### src/rtl/psum_accumulator_pkg.sv
// Shared definitions for the partial-sum accumulator: FSM states, default
// lane widths common with the PE/MFU, and saturation limits per width.
package psum_accumulator_pkg;

  typedef enum logic {
    IDLE,
    ACCUM
  } state_e;

  localparam int unsigned DEF_PROD_W = 16;
  localparam int unsigned DEF_ACC_W  = 24;

  // Largest signed value representable in w bits.
  function automatic longint acc_max(int unsigned w);
    return (longint'(1) <<< (w - 1)) - longint'(1);
  endfunction

  // Smallest signed value representable in w bits.
  function automatic longint acc_min(int unsigned w);
    return -(longint'(1) <<< (w - 1));
  endfunction

endpackage

### src/rtl/psum_lane.sv
// One accumulator lane: adds a sign-extended product to the running sum
// with one guard bit, clamps to the ACC_W signed range and applies ReLU.
module psum_lane
  import psum_accumulator_pkg::*;
#(
  parameter int unsigned PROD_W = DEF_PROD_W,
  parameter int unsigned ACC_W  = DEF_ACC_W
) (
  input  logic [ACC_W-1:0]  acc_i,
  input  logic [PROD_W-1:0] prod_i,
  input  logic              relu_i,
  output logic [ACC_W-1:0]  sum_o,
  output logic [ACC_W-1:0]  res_o,
  output logic              sat_o
);

  localparam logic signed [ACC_W:0] SUM_MAX = (ACC_W + 1)'(acc_max(ACC_W));
  localparam logic signed [ACC_W:0] SUM_MIN = (ACC_W + 1)'(acc_min(ACC_W));

  logic signed [ACC_W:0] wide;

  assign wide = {acc_i[ACC_W-1], acc_i}
              + {{(ACC_W + 1 - PROD_W){prod_i[PROD_W-1]}}, prod_i};

  // Clamp the guard-bit sum into range and flag any clamping.
  always_comb begin
    sat_o = 1'b0;
    sum_o = wide[ACC_W-1:0];
    if (wide > SUM_MAX) begin
      sum_o = SUM_MAX[ACC_W-1:0];
      sat_o = 1'b1;
    end else if (wide < SUM_MIN) begin
      sum_o = SUM_MIN[ACC_W-1:0];
      sat_o = 1'b1;
    end
  end

  assign res_o = (relu_i && sum_o[ACC_W-1]) ? '0 : sum_o;

endmodule

### src/rtl/psum_accumulator.sv
// Accumulates MFU_COUNT signed products per beat over a configurable group
// length and emits one saturated (optionally ReLU'd) result vector per group.
module psum_accumulator
  import psum_accumulator_pkg::*;
#(
  parameter int unsigned MFU_COUNT = 9,
  parameter int unsigned PROD_W    = DEF_PROD_W,
  parameter int unsigned ACC_W     = DEF_ACC_W,
  parameter int unsigned CNT_W     = 8
) (
  input  logic                          clk,
  input  logic                          rst_n,
  input  logic [CNT_W-1:0]              cfg_len,
  input  logic                          cfg_relu,
  input  logic                          in_valid,
  output logic                          in_ready,
  input  logic [MFU_COUNT*PROD_W-1:0]   in_data,
  output logic                          out_valid,
  input  logic                          out_ready,
  output logic [MFU_COUNT*ACC_W-1:0]    out_data,
  output logic                          out_ovf
);

  state_e                       state_q, state_d;
  logic [CNT_W-1:0]             cnt_q, cnt_d;
  logic [CNT_W-1:0]             len_q, len_d;
  logic                         relu_q, relu_d;
  logic                         ovf_q, ovf_d;
  logic [ACC_W-1:0]             acc_q [MFU_COUNT];
  logic [ACC_W-1:0]             acc_d [MFU_COUNT];
  logic                         out_valid_q, out_valid_d;
  logic [MFU_COUNT*ACC_W-1:0]   out_data_q, out_data_d;
  logic                         out_ovf_q, out_ovf_d;

  logic                         accept;
  logic                         last_beat;
  logic                         eff_relu;
  logic [CNT_W-1:0]             eff_len;
  logic [CNT_W-1:0]             beat_num;
  logic [ACC_W-1:0]             lane_sum [MFU_COUNT];
  logic [ACC_W-1:0]             lane_res [MFU_COUNT];
  logic [MFU_COUNT-1:0]         lane_sat;

  assign in_ready  = !out_valid_q || out_ready;
  assign accept    = in_valid && in_ready;
  assign out_valid = out_valid_q;
  assign out_data  = out_data_q;
  assign out_ovf   = out_ovf_q;

  // Group parameters come from cfg on the opening beat, from latched copies after.
  // The counter is zero in IDLE, so cnt_q+1 is the beat number in both states.
  always_comb begin
    eff_len   = (state_q == IDLE) ? ((cfg_len == '0) ? CNT_W'(1) : cfg_len) : len_q;
    eff_relu  = (state_q == IDLE) ? cfg_relu : relu_q;
    beat_num  = cnt_q + CNT_W'(1);
    last_beat = accept && (beat_num == eff_len);
  end

  for (genvar g = 0; g < MFU_COUNT; g++) begin : g_lane
    psum_lane #(
      .PROD_W (PROD_W),
      .ACC_W  (ACC_W)
    ) u_lane (
      .acc_i  (acc_q[g]),
      .prod_i (in_data[g*PROD_W +: PROD_W]),
      .relu_i (eff_relu),
      .sum_o  (lane_sum[g]),
      .res_o  (lane_res[g]),
      .sat_o  (lane_sat[g])
    );
  end

  // Next-state: accumulate on accepted beats, publish and clear on the last one.
  always_comb begin
    state_d     = state_q;
    cnt_d       = cnt_q;
    len_d       = len_q;
    relu_d      = relu_q;
    ovf_d       = ovf_q;
    acc_d       = acc_q;
    out_valid_d = out_valid_q;
    out_data_d  = out_data_q;
    out_ovf_d   = out_ovf_q;

    if (out_ready) begin
      out_valid_d = 1'b0;
    end

    if (accept) begin
      if (state_q == IDLE) begin
        len_d  = eff_len;
        relu_d = cfg_relu;
      end
      if (last_beat) begin
        state_d     = IDLE;
        cnt_d       = '0;
        ovf_d       = 1'b0;
        out_valid_d = 1'b1;
        out_ovf_d   = ovf_q || (|lane_sat);
        for (int unsigned i = 0; i < MFU_COUNT; i++) begin
          acc_d[i]                      = '0;
          out_data_d[i*ACC_W +: ACC_W]  = lane_res[i];
        end
      end else begin
        state_d = ACCUM;
        cnt_d   = beat_num;
        ovf_d   = ovf_q || (|lane_sat);
        for (int unsigned i = 0; i < MFU_COUNT; i++) begin
          acc_d[i] = lane_sum[i];
        end
      end
    end
  end

  // State and output registers with synchronous active-low reset.
  always_ff @(posedge clk) begin
    if (!rst_n) begin
      state_q     <= IDLE;
      cnt_q       <= '0;
      len_q       <= '0;
      relu_q      <= 1'b0;
      ovf_q       <= 1'b0;
      out_valid_q <= 1'b0;
      out_data_q  <= '0;
      out_ovf_q   <= 1'b0;
      for (int unsigned i = 0; i < MFU_COUNT; i++) begin
        acc_q[i] <= '0;
      end
    end else begin
      state_q     <= state_d;
      cnt_q       <= cnt_d;
      len_q       <= len_d;
      relu_q      <= relu_d;
      ovf_q       <= ovf_d;
      out_valid_q <= out_valid_d;
      out_data_q  <= out_data_d;
      out_ovf_q   <= out_ovf_d;
      for (int unsigned i = 0; i < MFU_COUNT; i++) begin
        acc_q[i] <= acc_d[i];
      end
    end
  end

endmodule

### config.mk
export PLATFORM = sky130hd
export DESIGN_NAME = psum_accumulator
export DESIGN_NICKNAME = d
export VERILOG_FILES = /design/src/rtl/psum_accumulator_pkg.sv /design/src/rtl/psum_lane.sv /design/src/rtl/psum_accumulator.sv
export SDC_FILE = /design/constraint.sdc
export NUM_CORES = 1
export LEC_CHECK = 0
export ABC_CLOCK_PERIOD_IN_PS = 5300
export CAP_MARGIN = 20
export CORE_MARGIN = 2
export CORE_UTILIZATION = 50
export CTS_BUF_LIST = sky130_fd_sc_hd__clkbuf_8
export CTS_CLUSTER_SIZE = 28
export DETAILED_ROUTE_END_ITERATION = 16
export DONT_BUFFER_PORTS = 1
export MAX_ROUTING_LAYER = met4
export SETUP_SLACK_MARGIN = 0.2
export SLEW_MARGIN = 20
export SYNTH_ARGS = -nofsm -noshare
export SYNTH_HDL_FRONTEND = slang
export SYNTH_SLANG_ARGS = --single-unit
### constraint.sdc
create_clock -name clk -period 5.3 [get_ports clk]
set_input_delay 0.795 -clock clk [delete_from_list [all_inputs] [get_ports clk]]
set_output_delay 0.795 -clock clk [all_outputs]
set_load 0.01 [all_outputs]
## Word level (Yosys, flattened, before mapping)

Cells that the tools add are included.

- $add $sub $neg: 10
- Order comparisons: 18
- Eq/ne operators: 1
- Multiplexer cells: 55
- Bitwise logic cells: 1
- Reductions and logical operators: 18

Operator list:

| kind | number |
|---|---|
| two-way mux 24 bit | 27 |
| adder 24 x 16 -> 25 bit | 9 |
| > comparator 25 x 24 -> 1 bit (second input constant) | 9 |
| < comparator 25 x 24 -> 1 bit (second input constant) | 9 |
| two-way mux 216 bit | 1 |
| two-way mux 1 bit | 24 |
| two-way mux 8 bit | 3 |
| logical AND 1 bit | 11 |
| OR reduction 9 bit | 1 |
| adder 8 x 1 -> 8 bit (second input constant) | 1 |
| equality test 8 bit | 1 |
| logical NOT 8 bit | 1 |
| AND reduction 2 bit | 2 |
| logical OR 1 bit | 2 |
| logical NOT 1 bit | 1 |
| inverter 1 bit | 1 |

- Register bits: 453
- Output and inout bits: 219
- Logic and storage cells: 120

## Longest topological paths before layout

Gate-level depths: netlist of the first run.

- Depth after elaboration: 7
- Depth in mapped cells: 15

## Modules after synthesis

A second synthesis of the first run with hierarchy kept.

- Cells, all modules: 4149
- Area, all modules: 33801.2 µm²

By module, submodules not included:

| module | instances | cells each | area an instance (µm²) | sequential area each (µm²) |
|---|---|---|---|---|
| psum_accumulator | 1 | 1550 | 16206.8 | 9068.7 |
| psum_lane (g_lane[0].u_lane ...) | 6 | 286 | 1933.1 | 0.0 |
| psum_lane (g_lane[1].u_lane) | 1 | 295 | 2207.1 | 0.0 |
| psum_lane (g_lane[7].u_lane) | 1 | 294 | 1895.6 | 0.0 |
| psum_lane (g_lane[8].u_lane) | 1 | 294 | 1893.1 | 0.0 |

## Worst setup path after synthesis of the first run

Ideal clock, no wire load.

- Path type: input-to-reg
- Start: input in_data[112]
- End: register acc_q[27] (netlist name)
- Arrival time: 3.427 ns
- Path slack: 1.758 ns
- Cell stages on the path: 14
- Buffers on the path: 1
- Path through: ha_1 > inv_1 > fa_1 > and2b_1 > o21ai_0 > o211ai_1 > a31o_2 > a31oi_1 > nor4_1 > or2_2 > and2_1 > buf_4 > nor2_1 > a2111oi_0

- Word-level cells in the longest chain between the ends: 5
- Elaborated cells on any way between the ends: 6

RTL lines:

| element | line | source |
|---|---|---|
| from (decl) | psum_accumulator.sv:17 | `input logic [MFU_COUNT*PROD_W-1:0] in_data,` |
| adder 24 x 16 -> 25 bit * | psum_lane.sv:23 | `+ {{(ACC_W + 1 - PROD_W){prod_i[PROD_W-1]}}, prod_i};` |
| < comparator 25 x 24 -> 1 bit | psum_lane.sv:32 | `end else if (wide < SUM_MIN) begin` |
| two-way mux 24 bit | psum_lane.sv:32 |  |
| two-way mux 24 bit * | psum_lane.sv:29 | `if (wide > SUM_MAX) begin` |
| two-way mux 216 bit * | psum_accumulator.sv:94 | `if (last_beat) begin` |
| to (signal, indexed assignment) | psum_accumulator.sv:139 | `acc_q[i] <= acc_d[i];` |
| to (decl) | psum_accumulator.sv:29 | `logic [ACC_W-1:0] acc_q [MFU_COUNT];` |

Every way passes the cells marked *; elsewhere a longest branch is shown, timed or not.
A chain may end at the register's enable or synchronous reset.

## Final worst setup path of the first run

- Start: register state_q
- End: register acc_q[41] (netlist name)

- Word-level cells in the longest chain between the ends: 4

RTL lines:

| element | line | source |
|---|---|---|
| from (decl) | psum_accumulator.sv:24 | `state_e state_q, state_d;` |
| from (signal assigned) | psum_accumulator.sv:130 | `state_q <= state_d;` |
| two-way mux 8 bit | psum_accumulator.sv:53 | `eff_len = (state_q == IDLE) ? ((cfg_len == '0) ? CNT_W'(1) : cfg_len) : len_q;` |
| equality test 8 bit | psum_accumulator.sv:56 | `last_beat = accept && (beat_num == eff_len);` |
| logical AND 1 bit | psum_accumulator.sv:56 |  |
| two-way mux 216 bit | psum_accumulator.sv:94 |  |

Every way passes these cells.

==> reports/results.ini, run 1 <==
[global_route]
grt_pass1_vias=24400
overflow=0
grt_usage_pct=31.7
grt_pass1_wl_um=140000
grt_max_degree=144
antenna_found_initial=7

[die]
ios=376
rows=86
die_h_um=241
die-area_um2=57900
fp.coreArea_um2=55200
die_x_um=241
start_util_pct=50.7

[cts]
clk_pin_slew_worst_paths_ps=60
cts_setup_buffers=0
numCtsBuffers=82
clock_latency_ps=680
clk_path_buf_depth=3
cts_sinks=453
ctsHtreeMaxLevel=3
cts_resized=0
tritoncts=built
cts-hold-fix-buffers=0
root_buffer=clkbuf_8

[worst_hold_path]
min_path_type=in -> reg

[pwr]
p_clk_share_pct=22.7
power.density_nw_per_um2=517
finalPower_mw=15.6
swShare_pct=41.8
p_sw_mw=6.54
p_comb_share_pct=50.0
p_int_mw=9.10
leakagePower_nw=12.9
p_seq_share_pct=27.3
max-vdd-ir-drop_v=0.000283

[finish]
fill_cells=5260
syn_to_final_growth_pct=8.16
drive_above_1_share_pct=6.50
layout.nets=3766

[synthesis]
dominantRegCellSynth=dfxtp_1
syn_inst=3447
synth_top_family_by_area=compound AO/OA/AOI/OAI gates
ys_types=93
yosys.area.top_type_share_pct=32.4
synth-edff-count=0
ys_seq_area_share_pct=32.4
avgSynthCellArea_um2=8.12
synthXorXnorAreaFrac_pct=5.72
ys_seq_elements=453
ys_async_sr_fraction_pct=0
synth_compound_area_share_pct=29.4
synthMuxAreaShare_pct=0.581
synth_adder_area_share_pct=11.2
yosys.area_share.simple_pct=17.0
ys_warn_count=0
ys_top_cells_by_area=dfxtp_1, ha_1, a21oi_1, o21ai_0, nand2_1
netlist_area_um2=28000
netlist.top_cell.by_area=dfxtp_1
syn_nets=3830

[routing]
firstDrtPassIters=6
wl_um=91600
antenna_left=0
vias=25600
via_per_inst=6.09
drc=0
drt_iter0_drc=1732
wl_per_cell_um=21.8

[worst_setup_path]
cp_max_fo=47
worstSetupPathType=reg -> reg
start_kind=register
critPathRequiredTime_ps=5810
cp-end-kind=register
arrival_ps=4620

[sta]
skew_ps=30.1
slew_headroom_pct=31.6
period_needed_ps=4110
setup_tns_ps=0
final-hold-violation-count=0
slew_violations=0
worst_pin_slew_ps=1030
max_freq_mhz=243
rsz0062_at_grt=false
setup_viol=0
fin_crit_sh_pct=77.6

[placement]
place_congestion=0.956
hpwl_um=65800
io_buffers=0

[flow_run]
maxCapViolations=0

[status]
status=complete, no violations

-- per-layer routing --
layer	up-vias	routed length [µm]	GRT usage [%]
met5	-	0	-
met4	0	2970	11.3
met3	152	8150	9.38
met2	811	40700	49.2
met1	12100	39800	39.0
li1	12500	-	-
-- Yosys cell counts (14+ instances only) --
cell       count
xor2_1        65
o21ai_0      312
nor2_1       329
nor2b_1       39
xnor2_1      116
nor3_1        46
a21o_1       106
a22o_1        64
o31ai_1       15
and3_1        19
a22oi_1      104
o21bai_1      22
dfxtp_1      453
a31oi_1       20
nand4_1       21
clkbuf_1     135
nand2b_1      38
o211ai_1      29
buf_2         33
nand2_1      351
or3_1         20
mux2i_1       14
a211oi_1      34
maj3_1        23
a21oi_1      313
nand3_1       58
o21ai_1       17
and2_1        39
ha_1         217
inv_1         74
a2bb2oi_1     60
o21a_1        41
or2_2         14
-- registers in the layout (all words and copies together) (netlist names) --
name       count
cnt_q          8
out_ovf        1
len_q          8
ovf_q          1
state_q        1
acc_q        216
relu_q         1
out_valid      1
out_data     216
-- cell families after synthesis --
family                     count (synthesis)
adders and majority gates                249
AOI/OAI and AO/OA                       1264
DFF                                      453
xor gates and xnor gates                 182
muxes                                     16
and+or+nand+nor                         1029
buffers and inverters                    254
-- path summary, 6_finish.rpt --
| check | slack, ps | endpoint | startpoint | depth (start not counted) |
|---|---|---|---|---|
| setup / recovery | 1190 | acc_q[41]$_SDFFE_PN0P_ | state_q$_SDFFE_PN0P_ | 12 |
| hold / removal | 270 | len_q[1]$_SDFFE_PN0P_ | cfg_len[1] | 2 |
| setup reg to reg | 1190 | acc_q[41]$_SDFFE_PN0P_ | state_q$_SDFFE_PN0P_ | 12 |
| hold reg to reg | 460 | acc_q[51]$_SDFFE_PN0P_ | acc_q[51]$_SDFFE_PN0P_ | 2 |
-- layout by cell type, fill, tap and decap left out, drive strengths merged, types with 104 or more instances in the layout --
cell	count
clkbuf	105
a21oi	319
a22oi	104
o21ai	332
dfxtp	453
xnor2	117
a21o	106
ha	217
nand2	351
nor2	331
-- metrics by stage --
step                      hold slack (ps)  cells  setup WS [ps]  area, µm²  util, %
after floorplan                       429   3447           1760      28000        -
after global placement                442   4047            810      28500     51.6
after detailed placement              450   4047            782      28500     51.6
after CTS                             209   4193           1220      30300     54.8
after global routing                  237   4200            913      30300     54.8
final                                 271   4200           1190      30300     54.8
-- power groups by stage --
stage / clock network [mW] / registers, mW / logic (mW)
6_report: 3.55 / 4.27 / 7.81
5_1_grt: 3.80 / 4.33 / 8.62
4_1_cts: 3.63 / 4.27 / 7.75
3_5_place_dp: 0 / 4.34 / 7.69
3_3_place_gp: 0 / 4.33 / 7.62
2_1_floorplan: 0 / 4.23 / 6.05
-- layout make-up --
cell class                      instances  area, µm²  share of cell area, %
Clock buffer                          105       1450                   4.77
Clock inverter                         41        308                   1.02
Tap cell                              748        936                   3.09
Timing Repair Buffer                   30        225                  0.744
Sequential cell                       453       9070                   30.0
Antenna cell                            7       17.5                 0.0579
Multi-Input combinational cell       2740      18000                   59.4
Inverter                               76        293                  0.967
-- critical path, stage by stage (launching register included) --
cell and delay (ps):
dfxtp_1 530, buf_4 280, mux2i_1 300, xor2_1 200
xnor2_1 100, nor4_2 130, nand3_1 220, or3_4 640
nand2_2 180, buf_4 670, nor2_1 390, a22oi_1 260
nor2_1 50
No activity file was read; power rests on OpenSTA's default activity.
==> run 2: changes to the inputs <==
ABC_CLOCK_PERIOD_IN_PS = 4100   (was 5300)
clock period = 4.1 ns   (was 5.3 ns; I/O delays follow)
==> run 2 against run 1 <==
Compared with the run above: global-route usage increased by 0.38 points; flip-flop and latch count stayed put; wire length up 1.1%; hold slack got worse by 210 ps; critical path type unchanged; final cell count is 0.79% higher; maximum frequency grew 13%; core utilization increased by 0.68 points.
==> reports/results.ini, run 2 (synthesized netlist as in run 1, its figures left out) <==
[sta]
slew_headroom_pct=32.2  ; +0.67 points
period_needed_ps=3630  ; -482 ps
hold_slack_ps=60.0  ; -211 ps
setup_tns_ps=0  ; unchanged
max_freq_mhz=276  ; +13%
rsz0062_at_grt=false
slew_violations=0  ; unchanged
skew_ps=41.8  ; +11.6 ps
worst_pin_slew_ps=1020  ; -9.98 ps
final-hold-violation-count=0  ; unchanged
setup_viol=0  ; unchanged
fin_crit_sh_pct=88.5  ; +11 points

[worst_setup_path]
r2r_setup_slack_ps=470  ; -720 ps
worstSetupPathType=reg -> reg
critPathRequiredTime_ps=4720  ; -1090 ps
cp_max_fo=17  ; -64%
arrival_ps=4250  ; -370 ps
start_kind=register
crit_chain=mux2i_1, xor2_1, xnor2_1, nor4_2, nand3_1, nor3_2, nand2_1, nor2_1, a32o_1
cp-end-kind=register
slowest_delay_ps=740  ; +70 ps
cp_slowest_cell=dfxtp_1

[die]
fp.coreArea_um2=55200  ; unchanged
ios=376  ; unchanged
rows=86  ; unchanged
die-area_um2=57900  ; unchanged
start_util_pct=50.7  ; unchanged
die_h_um=241  ; unchanged
die_x_um=241  ; unchanged

[pwr]
max-vdd-ir-drop_v=0.000315  ; +11%
p_sw_mw=8.61  ; +32%
power.density_nw_per_um2=671  ; +30%
p_comb_share_pct=50.8  ; +0.8 points
swShare_pct=41.9  ; about the same
p_seq_share_pct=26.9  ; -0.4 points
leakagePower_nw=13.1  ; +1.5%
p_clk_share_pct=22.3  ; -0.4 points
p_int_mw=12.0  ; +31%

[status]
status=complete, no violations

[cts]
ctsHtreeMaxLevel=3  ; unchanged
clk_pin_slew_worst_paths_ps=60  ; about the same
tritoncts=built
cts_sinks=453  ; unchanged
cts_resized=0  ; unchanged
numCtsBuffers=82  ; unchanged
cts_setup_buffers=0  ; unchanged
root_buffer=clkbuf_8
clock_latency_ps=690  ; about the same
clk_path_buf_depth=3  ; unchanged
cts-hold-fix-buffers=0  ; unchanged

[routing]
via_per_inst=6.13  ; +0.69%
wl_per_cell_um=21.9  ; +0.32%
drt_iter0_drc=1665  ; -3.9%
firstDrtPassIters=6  ; unchanged
antenna_left=0  ; unchanged
wl_um=92600  ; +1.1%
drc=0  ; unchanged
vias=25900  ; +1.5%

[finish]
fin_util_pct=55.5  ; +0.68 points
syn_to_final_growth_pct=9.51
layout_common_cells=dfxtp_1, nand2_1, nor2_1
final_common_cell=dfxtp_1
layout.nets=3809  ; +1.1%
drive_above_1_share_pct=7.84  ; +1.3 points

[global_route]
overflow=0  ; unchanged
grt_max_degree=102  ; -29%
antenna_found_initial=3  ; -4
grt_pass1_wl_um=142000  ; +2.0%
grt_usage_pct=32.1  ; +0.38 points
grt_pass1_vias=24900  ; +1.8%

[placement]
hpwl_um=66900  ; +1.8%
place_congestion=0.925  ; -3.2%
io_buffers=0  ; unchanged

[worst_hold_path]
min_path_type=in -> reg

[flow_run]
maxCapViolations=0  ; unchanged

run 2: path summary, 6_finish.rpt:
kind	cells after the start	startpoint	to
min	2	cfg_len[6]	len_q[6]$_SDFFE_PN0P_
max	9	state_q$_SDFFE_PN0P_	out_data[193]$_SDFFE_PN0P_
max reg2reg	9	state_q$_SDFFE_PN0P_	out_data[193]$_SDFFE_PN0P_
min reg2reg	2	acc_q[81]$_SDFFE_PN0P_	acc_q[81]$_SDFFE_PN0P_
run 2: critical path: cells and delay by family, from the launching register on:
kind	cells	cell delay, ps
AND/OR/NAND/NOR	5	2000
flip-flops	1	740
multiplexers	1	320
XOR/XNOR	2	290
AO/OA/AOI/OAI	1	240
run 2: cell type report:
| type | count | area [µm²] |
|---|---|---|
| Timing Repair Buffer | 72 | 578 |
| Inverter | 76 | 293 |
| Clock buffer | 105 | 1450 |
| Sequential cell | 453 | 9070 |
| Antenna cell | 3 | 7.51 |
| Multi-Input combinational cell | 2741 | 18000 |
| Tap cell | 748 | 936 |
| Clock inverter | 35 | 287 |
| Fill cell | 5235 | 24600 |
run 2: routing by layer:
metal	up-vias	GRT usage [%]	routed length, µm	part of all wire (%)
li1	12500	-	-	-
met1	12500	40.7	40800	44
met2	770	50.0	41700	45
met3	172	8.33	7290	7.9
met4	0	9.75	2760	3.0
met5	-	-	0	0
run 2: power groups by stage:
stage	Combinational (mW)	Sequential [mW]	Clock, mW
3_3_place_gp	10.1	5.59	0
3_5_place_dp	10.2	5.60	0
4_1_cts	10.3	5.52	4.68
2_1_floorplan	7.82	5.47	0
5_1_grt	11.5	5.60	4.86
6_report	10.5	5.52	4.59
run 2: stage by stage:
| step | instance area [µm²] | std cells | worst slack (ps) | total power, mW |
|---|---|---|---|---|
| finish | 30600 | 4233 | 471 | 20.6 |
| global route | 30600 | 4233 | 202 | 22.0 |
| CTS | 30600 | 4229 | 307 | 20.5 |
| detailed placement | 28900 | 4089 | 33.8 | 15.8 |
| global placement | 28900 | 4089 | 136 | 15.7 |
| floorplan | 28000 | 3447 | 738 | 13.3 |
